===== config.mk =====
export PLATFORM = sky130hd
export DESIGN_NAME = alu_issue_stage_flat
export DESIGN_NICKNAME = d
export VERILOG_FILES = /design/src/rtl/alu_issue_stage_if.sv /design/src/rtl/alu_issue_stage.sv /design/src/flat_wrapper.sv
export SDC_FILE = /design/constraint.sdc
export NUM_CORES = 2
export LEC_CHECK = 0
export ABC_CLOCK_PERIOD_IN_PS = 8300
export CAP_MARGIN = 20
export CELL_PAD_IN_SITES_DETAIL_PLACEMENT = 1
export CELL_PAD_IN_SITES_GLOBAL_PLACEMENT = 2
export CORE_ASPECT_RATIO = 1.2
export CORE_MARGIN = 2
export CORE_UTILIZATION = 31
export CTS_BUF_LIST = sky130_fd_sc_hd__clkbuf_16
export DETAILED_ROUTE_END_ITERATION = 8
export PLACE_DENSITY_LB_ADDON = 0.25
export SLEW_MARGIN = 10
export SYNTH_ARGS = -nofsm -noshare
export SYNTH_HDL_FRONTEND = slang
export SYNTH_SLANG_ARGS = --single-unit

===== constraint.sdc =====
create_clock -name clk -period 8.3 [get_ports clk]
set_clock_uncertainty 0.15 [all_clocks]
set_input_delay 1.245 -clock clk [delete_from_list [all_inputs] [get_ports clk]]
set_output_delay 1.245 -clock clk [all_outputs]
set_load 0.01 [all_outputs]

===== src/rtl/alu_issue_stage_if.sv =====
// Handshake bundle between instruction fetch, the issue stage, the ALU and write-back.
// The stage itself takes the slave view; the environment drives through the master view.
interface alu_issue_stage_if;
  logic        in_valid;
  logic        in_ready;
  logic [31:0] in_inst;
  logic        out_valid;
  logic        out_ready;
  logic [3:0]  out_op;
  logic [31:0] out_src0;
  logic [31:0] out_src1;
  logic [4:0]  out_rd;
  logic        out_we;
  logic        out_illegal;
  logic        wb_en;
  logic [4:0]  wb_addr;
  logic [31:0] wb_data;

  modport slave (
    input  in_valid, in_inst, out_ready, wb_en, wb_addr, wb_data,
    output in_ready, out_valid, out_op, out_src0, out_src1, out_rd, out_we, out_illegal
  );

  modport master (
    output in_valid, in_inst, out_ready, wb_en, wb_addr, wb_data,
    input  in_ready, out_valid, out_op, out_src0, out_src1, out_rd, out_we, out_illegal
  );
endinterface


===== src/rtl/alu_issue_stage.sv =====
// LA32R integer-ALU decode/issue stage: decode, register-file read with write-through,
// busy scoreboard for RAW/WAW hazards, and a single valid/ready output register.
module alu_issue_stage #(
  parameter bit         RESET_RF   = 1'b1,
  parameter logic [3:0] ILLEGAL_OP = 4'h0,
  parameter bit         USE_SB     = 1'b1
) (
  input logic              clk,
  input logic              rstn,
  alu_issue_stage_if.slave bus
);

  logic [31:0] inst;
  logic [4:0]  rd, rj, rk;
  logic [16:0] key17;
  logic [9:0]  key10;
  logic [6:0]  key7;

  assign inst  = bus.in_inst;
  assign rd    = inst[4:0];
  assign rj    = inst[9:5];
  assign rk    = inst[14:10];
  assign key17 = inst[31:15];
  assign key10 = inst[31:22];
  assign key7  = inst[31:25];

  logic        is_3r, is_shi, is_si12, is_zi12, is_lui;
  logic [3:0]  dec_op;
  logic        dec_ill, dec_we, use_rj, use_rk;
  logic [31:0] dec_imm;

  // The three key fields never alias one another, so at most one format matches.
  always_comb begin
    is_3r   = 1'b0;
    is_shi  = 1'b0;
    is_si12 = 1'b0;
    is_zi12 = 1'b0;
    is_lui  = 1'b0;
    dec_op  = ILLEGAL_OP;
    case (key17)
      17'h00020: begin is_3r  = 1'b1; dec_op = 4'h0; end
      17'h00022: begin is_3r  = 1'b1; dec_op = 4'h1; end
      17'h00024: begin is_3r  = 1'b1; dec_op = 4'h2; end
      17'h00025: begin is_3r  = 1'b1; dec_op = 4'h3; end
      17'h00028: begin is_3r  = 1'b1; dec_op = 4'h6; end
      17'h00029: begin is_3r  = 1'b1; dec_op = 4'h4; end
      17'h0002A: begin is_3r  = 1'b1; dec_op = 4'h5; end
      17'h0002B: begin is_3r  = 1'b1; dec_op = 4'h7; end
      17'h0002E: begin is_3r  = 1'b1; dec_op = 4'h8; end
      17'h0002F: begin is_3r  = 1'b1; dec_op = 4'h9; end
      17'h00030: begin is_3r  = 1'b1; dec_op = 4'hA; end
      17'h00081: begin is_shi = 1'b1; dec_op = 4'h8; end
      17'h00089: begin is_shi = 1'b1; dec_op = 4'h9; end
      17'h00091: begin is_shi = 1'b1; dec_op = 4'hA; end
      default: ;
    endcase
    case (key10)
      10'h008: begin is_si12 = 1'b1; dec_op = 4'h2; end
      10'h009: begin is_si12 = 1'b1; dec_op = 4'h3; end
      10'h00A: begin is_si12 = 1'b1; dec_op = 4'h0; end
      10'h00D: begin is_zi12 = 1'b1; dec_op = 4'h4; end
      10'h00E: begin is_zi12 = 1'b1; dec_op = 4'h5; end
      10'h00F: begin is_zi12 = 1'b1; dec_op = 4'h7; end
      default: ;
    endcase
    if (key7 == 7'h0A) begin
      is_lui = 1'b1;
      dec_op = 4'hB;
    end

    use_rj  = is_3r | is_shi | is_si12 | is_zi12;
    use_rk  = is_3r;
    dec_ill = ~(is_3r | is_shi | is_si12 | is_zi12 | is_lui);
    dec_we  = ~dec_ill & (rd != '0);

    dec_imm = '0;
    if (is_shi)  dec_imm = {27'b0, rk};
    if (is_si12) dec_imm = {{20{inst[21]}}, inst[21:10]};
    if (is_zi12) dec_imm = {20'b0, inst[21:10]};
    if (is_lui)  dec_imm = {inst[24:5], 12'b0};
  end

  logic [31:0] rf_q [32];
  logic        rf_we;
  logic [31:0] rj_val, rk_val, src0, src1;

  assign rf_we = bus.wb_en & (bus.wb_addr != '0);

  always_comb begin
    rj_val = '0;
    rk_val = '0;
    if (rj != '0) rj_val = (bus.wb_en && bus.wb_addr == rj) ? bus.wb_data : rf_q[rj];
    if (rk != '0) rk_val = (bus.wb_en && bus.wb_addr == rk) ? bus.wb_data : rf_q[rk];
  end

  assign src0 = use_rj ? rj_val : '0;
  assign src1 = use_rk ? rk_val : dec_imm;

  if (RESET_RF) begin : g_rf_reset
    always_ff @(posedge clk or negedge rstn) begin
      if (!rstn) begin
        rf_q <= '{default: '0};
      end else if (rf_we) begin
        rf_q[bus.wb_addr] <= bus.wb_data;
      end
    end
  end else begin : g_rf_noreset
    always_ff @(posedge clk) begin
      if (rf_we) rf_q[bus.wb_addr] <= bus.wb_data;
    end
  end

  logic [31:0] busy_q, busy_d, busy_eff, wb_clr;
  logic        hazard, issue_ok, accept;
  logic        out_valid_q;

  // A write-back landing this cycle releases its register for the hazard check.
  assign wb_clr   = bus.wb_en ? (32'd1 << bus.wb_addr) : '0;
  assign busy_eff = busy_q & ~wb_clr;
  assign hazard   = (use_rj & busy_eff[rj]) | (use_rk & busy_eff[rk]) | (dec_we & busy_eff[rd]);
  assign issue_ok = ~(USE_SB & hazard);

  assign bus.in_ready = issue_ok & (~out_valid_q | bus.out_ready);
  assign accept       = bus.in_valid & bus.in_ready;
  assign busy_d       = busy_eff | ((accept & dec_we) ? (32'd1 << rd) : '0);

  logic [3:0]  out_op_q;
  logic [31:0] out_src0_q, out_src1_q;
  logic [4:0]  out_rd_q;
  logic        out_we_q, out_ill_q;

  always_ff @(posedge clk or negedge rstn) begin
    if (!rstn) begin
      busy_q      <= '0;
      out_valid_q <= 1'b0;
      out_op_q    <= '0;
      out_src0_q  <= '0;
      out_src1_q  <= '0;
      out_rd_q    <= '0;
      out_we_q    <= 1'b0;
      out_ill_q   <= 1'b0;
    end else begin
      busy_q <= busy_d;
      if (accept) begin
        out_valid_q <= 1'b1;
        out_op_q    <= dec_op;
        out_src0_q  <= src0;
        out_src1_q  <= src1;
        out_rd_q    <= rd;
        out_we_q    <= dec_we;
        out_ill_q   <= dec_ill;
      end else if (bus.out_ready) begin
        out_valid_q <= 1'b0;
      end
    end
  end

  assign bus.out_valid   = out_valid_q;
  assign bus.out_op      = out_op_q;
  assign bus.out_src0    = out_src0_q;
  assign bus.out_src1    = out_src1_q;
  assign bus.out_rd      = out_rd_q;
  assign bus.out_we      = out_we_q;
  assign bus.out_illegal = out_ill_q;

endmodule


===== src/flat_wrapper.sv =====
// flat-port wrapper written by rule: the top's interface ports become plain ports
module alu_issue_stage_flat 
#(
  parameter bit         RESET_RF   = 1'b1,
  parameter logic [3:0] ILLEGAL_OP = 4'h0,
  parameter bit         USE_SB     = 1'b1
)
  (clk, rstn, bus_in_valid, bus_in_inst, bus_out_ready, bus_wb_en, bus_wb_addr, bus_wb_data, bus_in_ready, bus_out_valid, bus_out_op, bus_out_src0, bus_out_src1, bus_out_rd, bus_out_we, bus_out_illegal);
  alu_issue_stage_if bus_i ();
  input logic clk;
  input logic rstn;
  input wire logic [$bits(bus_i.in_valid)-1:0] bus_in_valid;
  input wire logic [$bits(bus_i.in_inst)-1:0] bus_in_inst;
  input wire logic [$bits(bus_i.out_ready)-1:0] bus_out_ready;
  input wire logic [$bits(bus_i.wb_en)-1:0] bus_wb_en;
  input wire logic [$bits(bus_i.wb_addr)-1:0] bus_wb_addr;
  input wire logic [$bits(bus_i.wb_data)-1:0] bus_wb_data;
  output wire logic [$bits(bus_i.in_ready)-1:0] bus_in_ready;
  output wire logic [$bits(bus_i.out_valid)-1:0] bus_out_valid;
  output wire logic [$bits(bus_i.out_op)-1:0] bus_out_op;
  output wire logic [$bits(bus_i.out_src0)-1:0] bus_out_src0;
  output wire logic [$bits(bus_i.out_src1)-1:0] bus_out_src1;
  output wire logic [$bits(bus_i.out_rd)-1:0] bus_out_rd;
  output wire logic [$bits(bus_i.out_we)-1:0] bus_out_we;
  output wire logic [$bits(bus_i.out_illegal)-1:0] bus_out_illegal;
  assign bus_i.in_valid = bus_in_valid;
  assign bus_i.in_inst = bus_in_inst;
  assign bus_i.out_ready = bus_out_ready;
  assign bus_i.wb_en = bus_wb_en;
  assign bus_i.wb_addr = bus_wb_addr;
  assign bus_i.wb_data = bus_wb_data;
  assign bus_in_ready = bus_i.in_ready;
  assign bus_out_valid = bus_i.out_valid;
  assign bus_out_op = bus_i.out_op;
  assign bus_out_src0 = bus_i.out_src0;
  assign bus_out_src1 = bus_i.out_src1;
  assign bus_out_rd = bus_i.out_rd;
  assign bus_out_we = bus_i.out_we;
  assign bus_out_illegal = bus_i.out_illegal;
  alu_issue_stage #(.RESET_RF(RESET_RF), .ILLEGAL_OP(ILLEGAL_OP), .USE_SB(USE_SB)) u_core (.clk(clk), .rstn(rstn), .bus(bus_i));
endmodule

==> flow_metrics.tcl <==
set metrics [dict create \
    antenna_violating_nets_post_route 0 \
    drv.max_cap_violation_count 0 \
    final-hold-violation-count 0 \
    cts_made_buffers 137 \
    crit_family "simple AND/OR/NAND/NOR gates" \
    grt_util_all_layers_pct 23.3 \
    critical_path_s_largest_stage_delay_ns 0.92 \
    synth_unique_cells 75 \
    synth-edff-count 0 \
    antenna_found_initial 9 \
    detailed_routing_iteration_count_for_the_pre_antenna_repair_pass 7 \
    grt_remaining_overflow 0 \
    clockRootBuffer "sky130_fd_sc_hd__clkbuf_16" \
    fraction_of_the_mapped_netlist_area_in_compound_gates_pct 6.63 \
    yosys.area.top_type_share_pct 46.2 \
    totalNegativeSetupSlack_ns 0 \
    cp-end-kind "primary output" \
    vdd_ir_drop_max_mv 0.218 \
    multiInputGateArea_mm2 0.0313 \
    synth_top_flop_cell "sky130_fd_sc_hd__dfrtp_1" \
    cp.required_ns 6.90 \
    p_sw_share_pct 28.2 \
    fin_crit_sh_pct 79.7 \
    grt_first_pass_wirelength_um 340000 \
    timing.hold.worst.class "reg2reg" \
    ys.warnings.count 0 \
    critPathLaunch "bus_wb_en" \
    vias 41172 \
    cp.buffers_inverters 2 \
    share_clk_of_total_power_pct 36.0 \
    seqCellArea_mm2 0.0283 \
    cts_resized 0 \
    avgSynthCellArea_um2 13.9 \
    status "complete, no violations" \
    die_height_um 491 \
    first_global_vias 44083 \
    final.min_clock_period_ns 6.61 \
    xor_xnor_fraction_of_synth_area_pct 0.200 \
    maximum_number_of_pins_on_one_net_before_global_route_repair 164 \
    cts.repair_timing.setup_buffer_count 0 \
    cts_tree "yes" \
    synth.area.top_cells "sky130_fd_sc_hd__dfrtp_1 46%, sky130_fd_sc_hd__mux2_2 20%, sky130_fd_sc_hd__mux4_2 16%, sky130_fd_sc_hd__mux2i_1 4.4%, sky130_fd_sc_hd__clkbuf_1 2.0%" \
    hold_buffers 0 \
    fin_util_pct 35.6 \
    clock.fmax_mhz 151 \
    gate_count_of_the_mapped_netlist 4424 \
    critical_path_arrival_ns 5.22 \
    critPathLaunchType "primary input" \
    timing_worst_setup_path_type "in2out" \
    worst_slew_margin_rel_pct 17.6 \
    ioPinCount 151 \
    insertion_delay_ns 0.81 \
    power.internal_mw 11.5 \
    fp.coreArea_mm2 0.196 \
    gpl.final_weighted_congestion 0.823 \
    cts-root-to-sink-buffers 3 \
    routed_wirelength_um 234000 \
    portBuffers 150 \
    area_growth_syn_to_layout_pct 14.0 \
    synth.net_count 4498 \
    setup_violations 0 \
    wl_per_cell_um 33.1 \
    largest_family_of_logic_cells_by_synthesized_area "multiplexers" \
    max_slew.worst_pin.slew_ns 1.24 \
    seqPwrFrac_pct 44.6 \
    detailedRoute.firstIterationViolations 2993 \
    power.static_leakage_nw 29.6 \
    cp_slowest_cell "sky130_fd_sc_hd__clkdlybuf4s50_1" \
    largest_area_contributor_in_the_synthesized_netlist "sky130_fd_sc_hd__dfrtp_1" \
    async_flop_share_pct 100 \
    hpwl_um 135000 \
    synth_seq_cells 1132 \
    vias_per_cell 5.81 \
    initial_utilization_pct 31.2 \
    drive_gt1_share_pct 43.2 \
    timing_max_transition_violations_final 0 \
    yosys-mux-area-fraction_pct 40.4 \
    fin_nets 4438 \
    rsz0062_at_grt "no" \
    clock-sinks 1132 \
    reg2reg_from "u_core.busy_q[19]" \
    h-tree-depth 4 \
    core.rowCount 178 \
    layout.filler_cells 20333 \
    chipWidth_um 410 \
    cp_max_fo 34 \
    cts.reportedPaths.clkPinSlew_ns 0.06 \
    net_switching_power_figure_mw 4.54 \
    synthSimpleGateAreaFrac_pct 3.28 \
    hold_path_origin "u_core.rf_q[1014]" \
    power_frac_comb_pct 19.4 \
    drt_drc 0 \
    design.die.area_mm2 0.202 \
    synth_area_mm2 0.0614 \
    power.density_cell_area_mw_per_mm2 230 \
    worstPathCellList "clkdlybuf4s50_1 -> nor4b_2 -> nand2_4 -> and3_1 -> o21ai_0 -> nand4_1 -> o2111ai_2 -> and3_1 -> clkdlybuf4s50_1" \
    synthAdderAreaFrac_pct 0 \
    synth_sequential_area_ratio_pct 46.2 \
]
placed cells by master, fill, tap and decap left out, drive strengths merged, types with 13 or more instances in the layout:
cell              n
a211oi           54
a21oi            92
a221o            18
a221oi           49
a22oi            28
a31oi            30
a32oi            16
and3             14
buf             150
clkbuf          143
clkdlybuf4s50   139
clkinv           61
dfrtp          1132
inv              47
mux2           1068
mux2i           269
mux4            446
nand2           187
nand2b           13
nand3            19
nand4            27
nor2            101
nor2b            23
o2111ai          32
o211ai           19
o21ai           147
o41ai            30
layer usage:
metal	GRT usage (%)	wire length (um)
met5	0	20
met2	37.4	111000
met1	32.7	107000
met4	7.07	6610
met3	3.07	9940
power by group through the flow:
stage	Clock, mW	Sequential (mW)	Combinational, mW
final	5.79	7.17	3.12
after global routing	6.17	7.31	3.35
after CTS	5.96	7.15	3.15
after detailed placement	0	7.25	3.14
after global placement	0	7.17	3.08
after floorplan	0	7.01	2.31
stage by stage:
stage	hold slack [ns]	setup WS, ns	instances	power, mW	instance area [um2]
after floorplan	0.288	3.83	4424	9.32	61400
after global placement	0.227	1.61	6829	10.3	65600
after detailed placement	0.235	1.66	6835	10.4	65700
after CTS	0.242	1.65	7076	16.3	69900
after global routing	0.251	1.46	7077	16.8	69900
final	0.244	1.69	7082	16.1	69900
final timing paths:
kind	endpoint	slack, ns	cells after the start
max	bus_in_ready	1.69	9
min	u_core.rf_q[1014]	0.24	0
max reg2reg	u_core.bus.out_src1[2]	4.59	8
min reg2reg	u_core.rf_q[1014]	0.24	0
max in group asynchronous	u_core.rf_q[308]	5.74	3
min in group asynchronous	u_core.rf_q[518]	0.29	1
cells in the mapped netlist (23+ instances only):
library cell and instances:
sky130_fd_sc_hd__nor2_1 100, sky130_fd_sc_hd__buf_1 79, sky130_fd_sc_hd__o2111ai_1 31, sky130_fd_sc_hd__mux2i_1 269, sky130_fd_sc_hd__nand4_1 25, sky130_fd_sc_hd__dfrtp_1 1132, sky130_fd_sc_hd__a21oi_1 92, sky130_fd_sc_hd__a22oi_1 28
sky130_fd_sc_hd__clkbuf_1 321, sky130_fd_sc_hd__mux2_2 1064, sky130_fd_sc_hd__nand2_1 187, sky130_fd_sc_hd__o21ai_0 125, sky130_fd_sc_hd__a211oi_1 54, sky130_fd_sc_hd__a31oi_1 30, sky130_fd_sc_hd__nor2b_1 23, sky130_fd_sc_hd__a221oi_1 49
sky130_fd_sc_hd__o41ai_2 27, sky130_fd_sc_hd__buf_2 70, sky130_fd_sc_hd__mux4_2 446
layout make-up:
| class | instances | area share [%] |
|---|---|---|
| Antenna cell | 6 | 0.0215 |
| Clock buffer | 143 | 5.12 |
| Clock inverter | 98 | 0.900 |
| Inverter | 18 | 0.106 |
| Multi-Input combinational cell | 2786 | 44.7 |
| Sequential cell | 1132 | 40.5 |
| Tap cell | 2610 | 4.67 |
| Timing Repair Buffer | 289 | 3.94 |
state kept, by name (all words and copies together) (netlist names):
name and cells:
u_core.bus.out_op 4, u_core.bus.out_illegal 1, u_core.bus.out_valid 1, u_core.busy_q 32, u_core.bus.out_src1 32, u_core.bus.out_rd 5
u_core.rf_q 1024, u_core.bus.out_src0 32, u_core.bus.out_we 1
logic make-up (layout without fill, tap and decap cells):
logic type / after synthesis / count (layout)
buffers and inverters: 506 / 548
muxes: 1783 / 1783
DFF: 1132 / 1132
other: 0 / 6
and+or+nand+nor: 426 / 426
xor gates and xnor gates: 14 / 14
AOI/OAI and AO/OA: 563 / 563
worst register-to-register path, delay by kind of cell (launching register included):
kind,cells,cell delay [ns]
AOI/OAI and AO/OA,3,0.72
buffers and inverters,1,0.62
DFF,1,0.34
muxes,2,1.01
and+or+nand+nor,2,0.77
Power figures use the tool's default switching activity.
